===== config.mk =====
export PLATFORM = sky130hd
export DESIGN_NAME = fetch_unit
export DESIGN_NICKNAME = d
export VERILOG_FILES = /design/src/rtl/fetch_pkg.sv /design/src/rtl/fetch_unit.sv
export SDC_FILE = /design/constraint.sdc
export NUM_CORES = 1
export LEC_CHECK = 0
export ABC_AREA = 0
export CORE_MARGIN = 4
export CORE_UTILIZATION = 49
export DETAILED_ROUTE_END_ITERATION = 8
export GPL_ROUTABILITY_DRIVEN = 0
export GPL_TIMING_DRIVEN = 1
export PLACE_DENSITY = 0.89
export SYNTH_ARGS = -nofsm -noshare
export SYNTH_HDL_FRONTEND = slang
export SYNTH_SLANG_ARGS = --single-unit

===== constraint.sdc =====
create_clock -name clk -period 13.91 [get_ports clk]
set_input_delay 2.782 -clock clk [delete_from_list [all_inputs] [get_ports clk]]
set_output_delay 2.782 -clock clk [all_outputs]
set_load 0.01 [all_outputs]

===== src/rtl/fetch_pkg.sv =====
// rtl/fetch_pkg.sv - shared types and widths for the instruction-fetch stage
package fetch_pkg;

    localparam int PC_W    = 64;
    localparam int INSTR_W = 32;

    localparam logic [PC_W-1:0] INSTR_BYTES = 64'd4;

    typedef enum logic [1:0] {
        REQ   = 2'd0,
        WAIT  = 2'd1,
        DRAIN = 2'd2
    } fetch_state_e;

endpackage


===== src/rtl/fetch_unit.sv =====
// rtl/fetch_unit.sv - PC owner issuing one outstanding imem read and feeding the IF/ID entry
// A redirect flushes the entry; a fetch still in flight at that point is drained and discarded.
module fetch_unit
    import fetch_pkg::*;
#(
    parameter logic [PC_W-1:0] RESET_PC = '0
) (
    input  logic               clk,
    input  logic               reset,
    input  logic               stall,
    input  logic               redirect_valid,
    input  logic [PC_W-1:0]    redirect_pc,
    output logic               imem_req_valid,
    input  logic               imem_req_ready,
    output logic [PC_W-1:0]    imem_req_addr,
    input  logic               imem_rsp_valid,
    input  logic [INSTR_W-1:0] imem_rsp_data,
    output logic               if_valid,
    output logic [INSTR_W-1:0] if_instr,
    output logic [PC_W-1:0]    if_pc,
    output logic [PC_W-1:0]    if_nextseqpc
);

    fetch_state_e    state;
    fetch_state_e    state_next;
    logic [PC_W-1:0] pc;
    logic [PC_W-1:0] inflight_pc;
    logic            handshake;
    logic            rsp_load;

    assign handshake     = imem_req_valid && imem_req_ready;
    assign rsp_load      = (state == WAIT) && imem_rsp_valid;
    assign imem_req_addr = pc;

    always_ff @(posedge clk or posedge reset) begin
        if (reset) begin
            state <= REQ;
        end else begin
            state <= state_next;
        end
    end

    always_comb begin
        state_next = state;
        case (state)
            REQ: begin
                if (handshake) begin
                    state_next = WAIT;
                end
            end
            WAIT: begin
                // A response coincident with a redirect is simply dropped; nothing left to drain.
                if (imem_rsp_valid) begin
                    state_next = REQ;
                end else if (redirect_valid) begin
                    state_next = DRAIN;
                end
            end
            DRAIN: begin
                if (imem_rsp_valid) begin
                    state_next = REQ;
                end
            end
            default: state_next = REQ;
        endcase
    end

    // Only request when the entry is empty or being consumed, so the response always has a home.
    always_comb begin
        imem_req_valid = 1'b0;
        if (state == REQ) begin
            imem_req_valid = !reset && !redirect_valid && (!if_valid || !stall);
        end
    end

    always_ff @(posedge clk or posedge reset) begin
        if (reset) begin
            pc <= RESET_PC;
        end else if (redirect_valid) begin
            pc <= redirect_pc;
        end else if (rsp_load) begin
            pc <= inflight_pc + INSTR_BYTES;
        end
    end

    always_ff @(posedge clk or posedge reset) begin
        if (reset) begin
            inflight_pc <= '0;
        end else if (handshake) begin
            inflight_pc <= pc;
        end
    end

    always_ff @(posedge clk or posedge reset) begin
        if (reset) begin
            if_valid     <= 1'b0;
            if_instr     <= '0;
            if_pc        <= '0;
            if_nextseqpc <= '0;
        end else if (redirect_valid) begin
            if_valid <= 1'b0;
        end else if (rsp_load) begin
            if_valid     <= 1'b1;
            if_instr     <= imem_rsp_data;
            if_pc        <= inflight_pc;
            if_nextseqpc <= inflight_pc + INSTR_BYTES;
        end else if (if_valid && !stall) begin
            if_valid <= 1'b0;
        end
    end

endmodule


Word-level counts from Yosys, hierarchy flattened
Cells that the tools add are included.
{"block": "totals", "input_bits": 102, "ff_bits": 291}
{"block": "op_classes", "reduce_logical": 15, "n_bitwise": 1, "n_mux": 11, "n_addsub": 1, "n_eq_ne": 5}
{"operator": "two-way mux 64 bit", "n": 2}
{"operator": "adder 64 x 3 -> 64 bit, second input constant", "n": 1}
{"operator": "two-way mux 2 bit", "n": 4}
{"operator": "case mux 2 bit (3 select lines)", "n": 1}
{"operator": "logical AND 1 bit", "n": 5}
{"operator": "zero test 1 bit", "n": 4}
{"operator": "two-way mux 1 bit", "n": 4}
{"operator": "inequality test 2 bit, second input constant", "n": 2}
{"operator": "inequality test 3 bit, second input constant", "n": 1}
{"operator": "AND reduction 3 bit", "n": 1}
{"operator": "nonzero test 3 bit", "n": 1}
{"operator": "equality test 2 x 1 -> 1 bit, second input constant", "n": 1}
{"operator": "equality test 2 bit, second input constant", "n": 1}
{"operator": "zero test 2 bit", "n": 1}
{"operator": "AND reduction 2 bit", "n": 1}
{"operator": "nonzero test 2 bit", "n": 1}
{"operator": "logical OR 1 bit", "n": 1}
{"operator": "inverter 1 bit", "n": 1}

Longest topological paths before layout
Gate-level depths: netlist of run 1.
{"block": "logic_depth", "ltp_word": 7, "ltp_mapped": 9}

Least setup slack after synthesis of run 1
OpenSTA, ideal clock, no wires.
{"block": "synth_path", "kind": "input port to output port", "from": "input port redirect_valid", "to": "output port imem_req_valid", "t_arrival_ps": 3395, "cell_stages": 4, "path_slack_ps": 7733, "required_time_ps": 11128, "n_path_buf": 1, "path_cell_list": "clkbuf_1 -> nor2_1 -> nand2_1 -> nor3_1"}
{"block": "synth_via", "elab_chain_len": 4}
{"element": "start, declared", "line_no": "fetch_unit.sv:11", "source": "input logic redirect_valid,"}
{"element": "zero test 1 bit", "line_no": "fetch_unit.sv:72", "source": "imem_req_valid = !reset && !redirect_valid && (!if_valid || !stall);"}
{"element": "logical AND 1 bit (2 in series)", "line_no": "fetch_unit.sv:72"}
{"element": "two-way mux 1 bit", "line_no": "fetch_unit.sv:71", "source": "if (state == REQ) begin"}
{"element": "end, declared", "line_no": "fetch_unit.sv:13", "source": "output logic imem_req_valid,"}
Every way passes these cells.

Worst setup path in the final report of run 1
{"block": "layout_path", "from": "input port reset", "to": "output port imem_req_valid"}
{"block": "layout_via", "elab_chain_len": 4}
{"element": "start, declared", "line_no": "fetch_unit.sv:9", "source": "input logic reset,"}
{"element": "zero test 1 bit (no source line)"}
{"element": "logical AND 1 bit (2 in series)", "line_no": "fetch_unit.sv:72"}
{"element": "two-way mux 1 bit", "line_no": "fetch_unit.sv:71"}
Every way passes these cells.

==> results.md, run 1 <==
- The global router's overall resource usage is 0.260.
- Of the synthesized area, sequential elements account for 0.583.
- The die footprint is 27900 sq um.
- In this run, CTS created clock tree buffers numbering 31.
- The core region is 24600 sq um.
- The remaining antenna violation count is 0.
- The max-cap check violation count is 0.
- The number of DRC markers in iteration 0 is 904.
- The clock reaches the later pin of the worst-skew pair after 540 ps.
- The cell-internal power is 2.04 mW.
- The total overflow left after global routing is 0.
- The number of hold buffers added after CTS is 0.
- The part of the power in the clock network is 0.287.
- The count of instances resized after the clock tree is built is 0.
- In the layout the commonest cells are nand2_1, clkdlybuf4s50_1, dfrtp_1.
- The kind of path behind the tightest hold check is reg2reg.
- The area growth from synthesis to layout is 36.3%.
- The worst-case IR drop observed on VDD is 0.103 mV.
- The worst register-to-register path ends at imem_req_addr[27].
- Setup violations remaining at the end of the flow were counted as 0.
- The cell area reported after detailed placement is 15900 sq um.
- Data arrives at the worst endpoint at 4380 ps.
- By startpoint and endpoint, the worst setup path is classified as in2out.
- The number of library cell types mapped by synthesis is 43.
- The die is 167 um tall.
- The via total after detailed routing is 10507.
- The most frequent standard cell in the layout excluding fill and tap cells is nand2_1.
- The cell area after synthesis is 12400 sq um.
- The initial antenna violation count is 0.
- The maximum fanout along the worst path is 2.
- The share of synthesized area in the top cell type comes to 0.583.
- The count of pins on the block boundary is 328.
- Entering global routing, the biggest net connects 124 pins.
- The worst clock skew is 18.7 ps.
- The worst max-slew margin expressed relative to the limit is 0.294.
- The number of nets in the layout is 1652.
- The count of input and output buffers is 327.
- In this run the number of H-tree levels came out at 1.
- The sort of element at the start of the critical path is an input port.
- The overall routed net length is 37.4 mm.
- The via count of the first global-routing pass is 10909.
- The largest buffer count on any clock path is 3.
- The number of rows created at floorplan is 57.
- The startpoint identified for the worst hold timing path is if_pc[26].
- The mean instance size in the synthesized netlist is 9.85 sq um.
- The total count of max-transition violations in the final report was 0.
- The power density over the cells is 174 nW/um^2.
- The hold violation count in the final report is 0.
- The repair_antennas step left the layout with diodes totalling 0.
- In the final layout, the share of cells above drive strength 1 is 0.0898.
- TritonCTS built the clock tree.
- STA classifies the critical path endpoint as an output port.
- For this run, the number of Yosys warnings is 0.
- The number of nets in the synthesized netlist is 1362.
- The flow ran to the end, and the final reports show no timing, DRC or antenna violations.
- The global-route wire length before repair is 59.5 mm.
- The routed wirelength normalized by instance count is 19.7 um.
- The number of register bits inferred by synthesis is 289.
- The most critical setup path has its startpoint at reset.
- For this configuration, the core starts out at a cell density of 0.504.
- For this design the static power due to leakage is 7.66 nW.
- Sorting the synthesized cells by area gives the leading types as dfrtp_1, nand2_1, mux2_2.
- Dividing the final minimum period by the clock period gives 0.515.
- The fmax is 140 MHz.
- The number of setup buffers added after CTS is 0.
- The overall power is 2.94 mW.
- The minimum clock period is 7160 ps.
- For the pin with the worst max-slew slack, the measured transition is 1060 ps.
- The endpoint required time on the critical path is 11130 ps.
- Summed over all failing endpoints, the final setup total negative slack is 0 ps.
- The worst reg-to-reg path cell count is 7.
- The startpoint identified for the worst register-to-register timing path is state[0].
- The leading area contributor after synthesis is dfrtp_1.
- Following the worst setup path forward leads to its endpoint at imem_req_valid.
- The vias per cell is 5.55.
- The cell area after layout is 16900 sq um.
- Before antenna repair, the detailed router went through 6 iterations.
- After legalization and detailed placement, the total HPWL measured 24.8 mm.
- The share of total power dissipated in combinational logic is 0.282.
- The CTS clock-pin slew for the worst setup and hold paths is 60 ps.
- The cell chosen for the clock root is clkbuf_16.
- Setup repair after global routing left no endpoint under its margin.
- The sink count of the clock tree is 289.
- For flop-to-flop paths, the worst setup slack is 10380 ps.
- In the routed design, unresolved DRC markers number 0.
- Of the total power, the share spent switching nets is 0.307.
- The analysis attributes to net switching a power of 0.902 mW.
- The die span in x is 167 um.
- The cell count after synthesis is 1259.
- Of the total power, registers draw 0.431.
[routing by layer]
layer,vias up,track usage,part of all wire
met5,-,0,0
met4,0,0.0800,0.031
met3,71,0.0672,0.091
met2,472,0.445,0.49
met1,5200,0.327,0.39
li1,4764,-,-
[synthesized netlist by cell type]
cell / instances
mux2i_1: 14
buf_2: 3
dfrtp_1: 289
o211ai_1: 2
o21ai_1: 6
a21o_1: 5
nor3b_1: 14
nand4_1: 25
or3_1: 2
and4_1: 5
nor3b_2: 1
ha_1: 1
inv_1: 4
nor4_1: 1
nor3_1: 11
nor2b_1: 2
nand3b_1: 1
and4_4: 1
buf_6: 2
o31ai_1: 3
clkbuf_1: 64
xor2_1: 36
mux2_2: 64
nor3_2: 4
and2_1: 6
nor2_1: 33
a211oi_1: 3
nand4_4: 1
xnor2_1: 22
a21oi_1: 23
nor4_2: 1
nand4b_2: 1
and3_1: 7
or4_4: 1
nand3_1: 17
and4_2: 1
nand2b_1: 2
buf_1: 7
o221ai_2: 4
o21ai_0: 79
buf_4: 2
nand2_1: 472
o221ai_1: 17
[cells by family (layout without fill, tap and decap cells)]
| kind of cell | count (synthesis) | after routing | share of synthesized area |
|---|---|---|---|
| compound gates | 142 | 142 | 0.0683 |
| xor+xnor | 58 | 58 | 0.0410 |
| fa+ha+maj | 1 | 1 | 0.00101 |
| buf+inv | 82 | 393 | 0.0269 |
| flops | 289 | 289 | 0.583 |
| mux | 78 | 78 | 0.0694 |
| simple gates | 609 | 609 | 0.210 |
[power groups by stage]
| stage | registers [mW] | clock network [mW] | logic (mW) |
|---|---|---|---|
| detailed placement | 1.27 | 0 | 0.829 |
| global route | 1.30 | 0.894 | 0.897 |
| floorplan | 1.31 | 0 | 0.276 |
| global placement | 1.26 | 0 | 0.804 |
| CTS | 1.26 | 0.856 | 0.840 |
| finish | 1.27 | 0.844 | 0.829 |
[state kept, by name (all words and copies together), names as in the netlist]
name           cells
if_instr          32
if_nextseqpc      62
if_pc             64
if_valid           1
imem_req_addr     64
inflight_pc       64
state              2
[cell type report]
type / count / area (sq um)
clock inverter: 10 / 159
multi-input combinational: 888 / 4870
sequential: 289 / 7230
timing repair buffer: 335 / 3330
tap: 324 / 405
clock buffer: 44 / 885
inverter: 4 / 22.5
fill: 1751 / 7700
[worst max-delay path: stages]
cell	delay, ps
clkdlybuf4s50_1	560
nor3_1	420
clkdlybuf4s50_1	620
[stage by stage]
stage | utilization | hold slack [ps] | setup slack [ps] | instances
floorplan | - | 455 | 3150 | 1259
global placement | 0.645 | 456 | 6770 | 1840
detailed placement | 0.645 | 461 | 6730 | 1840
CTS | 0.687 | 476 | 6730 | 1894
global route | 0.687 | 486 | 6650 | 1894
finish | 0.687 | 474 | 6750 | 1894
[worst min path at each step]
| stage | endpoint | cells past startpoint | slack, ps |
|---|---|---|---|
| floorplan | if_pc[0] | 2 | 450 |
| global placement | if_instr[2] | 2 | 460 |
| detailed placement | if_instr[14] | 2 | 460 |
| CTS | if_pc[60] | 2 | 480 |
| global route | if_pc[46] | 2 | 490 |
| finish | if_pc[26] | 2 | 470 |
Note: power is estimated with default switching activity, not from simulation.
==> inputs of run 2 (changes only) <==
==> constraint.sdc (replaced) <==
create_clock -name clk -period 7 [get_ports clk]
set_input_delay 1.4 -clock clk [delete_from_list [all_inputs] [get_ports clk]]
set_output_delay 1.4 -clock clk [all_outputs]
set_load 0.01 [all_outputs]
==> run 2 against run 1 <==
  * Total power grew 97%
  * Flip-flop and latch count is the same
  * Critical path depth grew 2
  * Cell area is essentially flat
  * Clock-buffer cell count is the same
  * Die area is the same
  * Non-clock buffer count grew 2
  * Register-to-register slack lost 6500 ps
  * Sequential share of layout area is essentially flat
  * Clock power grew 93%
  * Critical endpoint unchanged
  * Largest cell class unchanged
==> results.md, run 2 (synthesis results as in run 1) <==
- Status: finished, final reports clean (unchanged).
- For this run, the top clock speed supported by timing is 228 MHz.
- The half-perimeter wire length after placement was 25.2 mm (was 24.8 mm).
- The remaining antenna violation count came to 0 (unchanged).
- The worst max-slew margin expressed relative to the limit is 0.221 (was 0.294).
- The sink count of the clock tree is 289 (unchanged).
- The overall routed net length is 37.3 mm (was 37.4 mm).
- The sort of element at the start of the critical path is an input port (unchanged).
- The number of cells on the worst hold path is 2 (unchanged).
- The routed wirelength normalized by instance count came to 19.6 um (was 19.7 um).
- The CTS clock-pin slew for the worst setup and hold paths is 60 ps (about the same).
- The transition time at the pin with the least slew margin was 1170 ps (was 1060 ps).
- The count of pins on the block boundary came to 328 (unchanged).
- The overall power is 5.80 mW (was 2.94 mW).
- The fill cell total of the finished layout is 1743 (was 1751).
- In the finished design, the share of the clock period the worst path needs comes to 0.626.
- The detailed-routing iteration count for the pre-antenna-repair pass came to 5 (was 6).
- The global-route congestion overflow total is 0 (unchanged).
- The die footprint is 27900 sq um (unchanged).
- The maximum fanout along the worst path is 60 (was 2).
- The largest voltage drop on the vdd net was 0.262 mV (was 0.103 mV).
- The final-report setup violation count is 0 (unchanged).
- The endpoint of the worst-slack reg-to-reg timing path is imem_req_addr[27] (unchanged).
- The category of the worst setup path capture point is an output port (unchanged).
- The CTS tree is done (unchanged).
- The number of rows created at floorplan is 57 (unchanged).
- The count of input and output buffers is 327 (unchanged).
- The start point of the worst min-delay path was if_instr[10] (was if_pc[26]).
- The height of the die was 167 um (unchanged).
- The origin of the critical flop-to-flop path is state[0] (unchanged).
- The data arrival at the endpoint of the critical path is 2980 ps (was 4380 ps).
- The count of instances resized after the clock tree is built was 0 (unchanged).
- Leading cell types in the layout, fill and taps excluded: nand2_1, clkdlybuf4s50_1, dfrtp_1 (unchanged).
- The global-route wire length before repair is 59.8 mm (was 59.5 mm).
- The number of CTS-inserted buffers came to 31 (unchanged).
- The total count of max-transition violations in the final report is 0 (unchanged).
- The reg2reg setup slack is 3860 ps (was 10380 ps).
- The most frequent standard cell in the layout excluding fill and tap cells is nand2_1 (unchanged).
- The fraction of final layout cells with drive strength greater than 1 is 0.0910 (was 0.0898).
- The worst clock skew was 10.2 ps (was 18.7 ps).
- The minimum clock period is 4380 ps.
- The maximum number of pins on one net before global-route repair is 172 (was 124).
- The largest buffer count on any clock path is 3 (unchanged).
- The number of nets in the layout is 1654 (was 1652).
- The growth of design area from synthesis to finish is 36.4% (was 36.3%).
- The effective utilization at floorplan is 0.504 (unchanged).
- The max-cap check violation count is 0 (unchanged).
- The kind of critical path is in2out (unchanged).
- The H-tree level count is 1 (unchanged).
- RSZ-0062 raised after global routing: false (unchanged).
- The number of setup buffers added after CTS is 0 (unchanged).
- The final setup TNS is 0 ps (unchanged).
- The start point of the critical path is redirect_valid (was reset).
- The latest clock arrival within the worst-skew pair is 540 ps (about the same).
- The global router's overall resource usage is 0.261 (was 0.260).
- The via total after detailed routing is 10511 (was 10507).
- The leakage power of the design is 7.67 nW (was 7.66 nW).
- The initial antenna violation count came to 0 (unchanged).
- The worst reg-to-reg path cell count came to 7 (unchanged).
- The kind of path behind the tightest hold check is reg2reg (unchanged).
- The endpoint required time on the critical path was 5600 ps (was 11130 ps).
- The post-route worst hold slack was 473 ps (was 474 ps).
- The placeable core area is 24600 sq um (unchanged).
- The via count of the first global-routing pass came to 10967 (was 10909).
- The power density over the cells is 343 nW/um^2 (was 174 nW/um^2).
- The die span in x is 167 um (unchanged).
- The number of DRC markers in iteration 0 is 1018 (was 904).
- The number of hold buffers added after CTS was 0 (unchanged).
- The antenna diode count was 0 (unchanged).
- The hold violation count in the final report came to 0 (unchanged).
- The post-detailed-route DRC marker count is 0 (unchanged).
- The vias per cell came to 5.54 (was 5.55).
- The cell chosen for the clock root was clkbuf_16 (unchanged).
- The sink of the worst hold path is if_instr[10] (was if_pc[26]).
[run 2: cell count changes in the layout (fill, tap and decap cells not counted)]
cell,change
clkinv_2,+2
inv_6,-1
bufinv_16,-1
buf_12,+2
[run 2: worst max path at each step]
stage / slack [ps] / depth (start not counted) / end
2_1_floorplan: 1770 / 1 / if_instr[0]
6_report: 2620 / 5 / imem_req_valid
3_5_place_dp: 2450 / 7 / imem_req_addr[27]
4_1_cts: 2590 / 5 / imem_req_valid
3_3_place_gp: 2560 / 7 / imem_req_addr[27]
5_1_grt: 2530 / 5 / imem_req_valid
[run 2: power breakdown]
group	switching, mW	internal (mW)
registers	0.400	2.12
clock network	0.649	0.984
logic	0.734	0.913
total	1.78	4.02
[run 2: area by class of cell]
| class | count | area, sq um | area share |
|---|---|---|---|
| timing repair buffer | 337 | 3370 | 0.199 |
| inverter | 4 | 18.8 | 0.00111 |
| sequential | 289 | 7230 | 0.428 |
| clock buffer | 44 | 885 | 0.0523 |
| multi-input combinational | 888 | 4870 | 0.288 |
| clock inverter | 10 | 134 | 0.00791 |
| tap | 324 | 405 | 0.0240 |
[run 2: worst max-delay path: stages]
cell and delay [ps]:
buf_4 290, nor2_1 220, nand2_1 110, nor3_1 330, clkdlybuf4s50_1 620
[run 2: metal layers]
layer  share of wire  vias up  track usage
met3           0.082       72       0.0629
met5               0        -            0
met1            0.40     5213        0.340
met2            0.48      473        0.435
met4           0.031        0       0.0847
li1                -     4753            -
[run 2: metrics by stage]
| stage | setup slack, ps | cell area (sq um) | instances | util |
|---|---|---|---|---|
| 2_1_floorplan | 1770 | 12400 | 1259 | - |
| 3_3_place_gp | 2560 | 15900 | 1842 | 0.646 |
| 3_5_place_dp | 2450 | 15900 | 1842 | 0.646 |
| 4_1_cts | 2590 | 16900 | 1896 | 0.688 |
| 5_1_grt | 2530 | 16900 | 1896 | 0.688 |
| 6_report | 2620 | 16900 | 1896 | 0.688 |
==> RTL change 1: new RTL, settings of run 1 <==
The 3 states of `fetch_state_e` get a one-hot encoding in 3 bits.
--- a/src/rtl/fetch_pkg.sv
+++ b/src/rtl/fetch_pkg.sv
@@ -8,6 +8,6 @@
 
-    typedef enum logic [1:0] {
-        REQ   = 2'd0,
-        WAIT  = 2'd1,
-        DRAIN = 2'd2
+    typedef enum logic [2:0] {
+        REQ   = 3'b001,
+        WAIT  = 3'b010,
+        DRAIN = 3'b100
     } fetch_state_e;
Check against the original RTL: same outputs for any inputs over 4 cycles, from zero or initial values and one cycle with reset high; so few cycles prove little.
==> RTL change 1 against run 1 <==
- final cell count is 4.7% lower
- area after synthesis is 1.9% lower
- design area is 1.9% lower
- sequential cell count is 1 higher
- largest cell class unchanged
- wire length is 3.7% lower
- non-clock buffer count is 1 higher
- worst setup slack worse by 170 ps
- die area is 1.8% lower
- critical endpoint unchanged
- worst hold slack hardly changed
- highest routed layer unchanged
- register-to-register slack better by 450 ps
Power is not compared: it rests on default switching activity, and its combinational part moved more than twofold at a synthesized area within 25%.
==> RTL change 1: results <==
[grt]
wire_length_of_the_first_global_routing_pass_mm = 55.6
maximum_number_of_pins_on_one_net_before_global_route_repair = 150
grt.total_usage = 0.256

[finish]
n_fill_cell = 1744
multi_input_gate_share_of_total_cell_area = 0.277
count_of_sequential_standard_cells = 290
layout.comb_gates.multi_input = 792
layoutNonFillerInstCount = 1805
buffers_excl_clock = 336
design.final.nets = 1565
layout.clock.cell_area_share = 0.0567
multi_input_area_um2 = 4600
num-nonclk-inverters = 13
sequential_cell_area_um2 = 7260
drive_above_1_share = 0.0918
non_clock_buffer_area_share = 0.201

[place]
hpwlAfterDp_mm = 24.2
placed_area_um2 = 15700
io_buffers = 327

[drt]
routed-via-count = 10137
post_drt_wl_per_cell_um = 19.9
drt_initial_violations = 805
drt_pass1_iterations = 5

[logic_synthesis]
netlist_instances = 1166
synth_seq_area_share = 0.597
synth.lib_cells_used.distinct = 44
mapped_nets = 1269
yosys_warnings = 0
synth_common_cells = "nand2_1 (355), dfrtp_1 (289), o21ai_0 (77)"
async_flop_share = 1.00
cell_area_after_synthesis_um2 = 12200
netlist_top_cells_area = "dfrtp_1 (59%), nand2_1 (11%), mux2_2 (5.8%)"

[cts]
cts_htree_levels = 1
cts_resized = 0
cts_made_buffers = 29
clk_transition_reported_paths_ps = 60
clock_path_buffers = 3

[worst_hold_path]
hold_path_class = "flop to flop"

[run_status]
status = "finished, final reports clean"

[critical_path]
timing.critical_path.max_delay_family = "buffers and inverters"
ff2ff_setup_slack_ps = 10830
worstSetupStartpoint = "redirect_valid"
crit_path_max_incr_delay_ps = 670
crit_arrival_ps = 4560
maximum_net_fanout_on_the_critical_path = 68
worst_path_cell_with_the_longest_stage_delay = "buf_4"
r2r-end = "imem_req_addr[52]"
startpoint_of_the_worst_register_to_register_path = "inflight_pc[2]"
endpoint = "imem_req_valid"

[sta]
worstMarginPinSlew_ps = 1070
fin_worst_skew_ps = 6.14
setup_viol = 0
finalWorstSetupSlack_ps = 6570

[pwr]
switchingPower_mw = 0.582
==> RTL change 1: cell count changes after synthesis, sizes merged, moves of 10 or more <==
cell and delta:
clkbuf -16, nor3b -14, nand2 -115, a221o +22
a22oi +38, xor2 -10, a21oi -18, o221ai -21
a21o +18, mux2i -10
==> RTL change 1: logic make-up after synthesis <==
kind of cell,synth area share
fa+ha+maj,0.00103
simple gates,0.179
mux,0.0616
flops,0.597
xor+xnor,0.0382
buf+inv,0.0288
compound gates,0.0951
==> RTL change 1: metal layers <==
metal / vias up / share of wire / routed length, um / track usage
met5: - / 0 / 0 / 0
met4: 0 / 0.018 / 639 / 0.0600
met3: 48 / 0.097 / 3480 / 0.0695
met2: 460 / 0.50 / 18100 / 0.440
met1: 5074 / 0.38 / 13800 / 0.324
li1: 4555 / - / - / -
==> RTL change 1: power groups by stage <==
stage / Sequential (mW) / Clock [mW] / Combinational [mW]
5_1_grt: 1.06 / 0.826 / 0.376
6_report: 1.05 / 0.771 / 0.347
3_3_place_gp: 1.06 / 0 / 0.338
2_1_floorplan: 1.05 / 0 / 0.155
3_5_place_dp: 1.06 / 0 / 0.348
4_1_cts: 1.05 / 0.783 / 0.351
==> RTL change 1: how the worst min path moves through the flow <==
stage | endpoint | slack [ps] | from | cells past startpoint
after floorplan | if_pc[0] | 450 | inflight_pc[0] | 2
after global placement | if_instr[7] | 460 | if_instr[7] | 2
after detailed placement | if_instr[11] | 460 | if_instr[11] | 2
after CTS | if_instr[11] | 480 | if_instr[11] | 2
after global routing | if_instr[11] | 490 | if_instr[11] | 2
final | if_instr[18] | 470 | if_instr[18] | 2
==> RTL change 1: tightest hold or removal path, cell delays in order (launching register included) <==
cell and delay, ps:
dfrtp_1 340, nand2_1 50, nand2_1 50
==> RTL change 2: new RTL, flow settings as in run 1 <==
Without the edit above. The package constant `PC_W` goes from 64 to 128.
--- a/src/rtl/fetch_pkg.sv
+++ b/src/rtl/fetch_pkg.sv
@@ -3,3 +3,3 @@
 
-    localparam int PC_W    = 64;
+    localparam int PC_W    = 128;
     localparam int INSTR_W = 32;
Ports: changed (resized if_nextseqpc, if_pc, imem_req_addr and redirect_pc); port bits go from 328 to 584. No check against the original RTL was run, so the function may have changed too.
==> RTL change 2 against run 1 <==
- clock skew up 3.5 ps
- highest routed layer unchanged
- power up 87%
- sequential cell count up 256
- critical path type unchanged
- count of clock-buffer cells in the layout up 34
- wire length up 120%
- design area up 89%
- largest cell class unchanged
- critical path depth up 2
- register-to-register slack worse by 860 ps
- synthesized cell count up 95%
- worst setup slack better by 28 ps
- area after synthesis up 93%
- utilization down 2.2 points
==> RTL change 2: results <==
[run_status]
status = "finished, final reports clean"

[pwr]
vdd_drop_max_mv = 0.121
cell_internal_pwr_mw = 3.71
power.density_cell_area_nw_per_um2 = 172
total_leakage_power_nw = 14.3

[grt]
grt_use_met3 = 0.0719
met1_usage = 0.396
via_count_of_the_first_global_routing_pass = 22019
wire_length_of_the_first_global_routing_pass_mm = 129
antenna_violations_before_repair = 3

[finish]
area_growth_from_synthesis_to_layout_pct = 33.5
buffers_excl_clock = 604
n_fill_cell = 3359
layoutNonFillerInstCount = 3622
layout.clock.cell_area_share = 0.0555
sequential_cell_area_um2 = 13600
num-nonclk-inverters = 11
design.final.nets = 3130

[logic_synthesis]
synth_xor_xnor_area_share = 0.0381
synth.lib_cells_used.distinct = 55
synth_seq_area_share = 0.570
synthAdderAreaFrac = 0.000523
mux_contribution_to_synthesized_area = 0.0721
synth_seq_cells = 545

[drt]
dr_wl_met3_mm = 8.09
wl_met1_mm = 31.0
wire_length_on_met2_mm = 40.2
drt_initial_violations = 2602

[cts]
cts_made_buffers = 54
clock_insertion_delay_at_the_later_pin_of_the_skew_report_ps = 610

[critical_path]
worst-r2r-cell-count = 8
worstSetupStartpoint = "stall"
crit_arrival_ps = 4350

[place]
io_buffers = 583

[sta]
timing.hold.ws_ps = 477
timing.final.crit_period_ps = 7140
## RTL change 2: cell types whose count changed in the layout (fill, tap and decap cells not counted), sizes merged, moves of 35 or more
cell,delta
nor2,+54
clkdlybuf4s50,+256
mux2,+72
nor3b,+39
clkbuf,+35
a21oi,+45
dfrtp,+256
o21ai,+84
nand2,+337
## RTL change 2: worst max-delay path, cell delays in order
cell and delay (ps):
clkdlybuf4s50_1 400, nand2_1 120, nand2_1 70, nor3_1 350
clkdlybuf4s50_1 630
## RTL change 2: worst min-delay path by stage
stage	start	to
6_report	if_instr[16]	if_instr[16]
5_1_grt	if_pc[43]	if_pc[43]
3_3_place_gp	if_instr[22]	if_instr[22]
3_5_place_dp	if_nextseqpc[15]	if_nextseqpc[15]
4_1_cts	if_nextseqpc[41]	if_nextseqpc[41]
2_1_floorplan	inflight_pc[0]	if_pc[0]
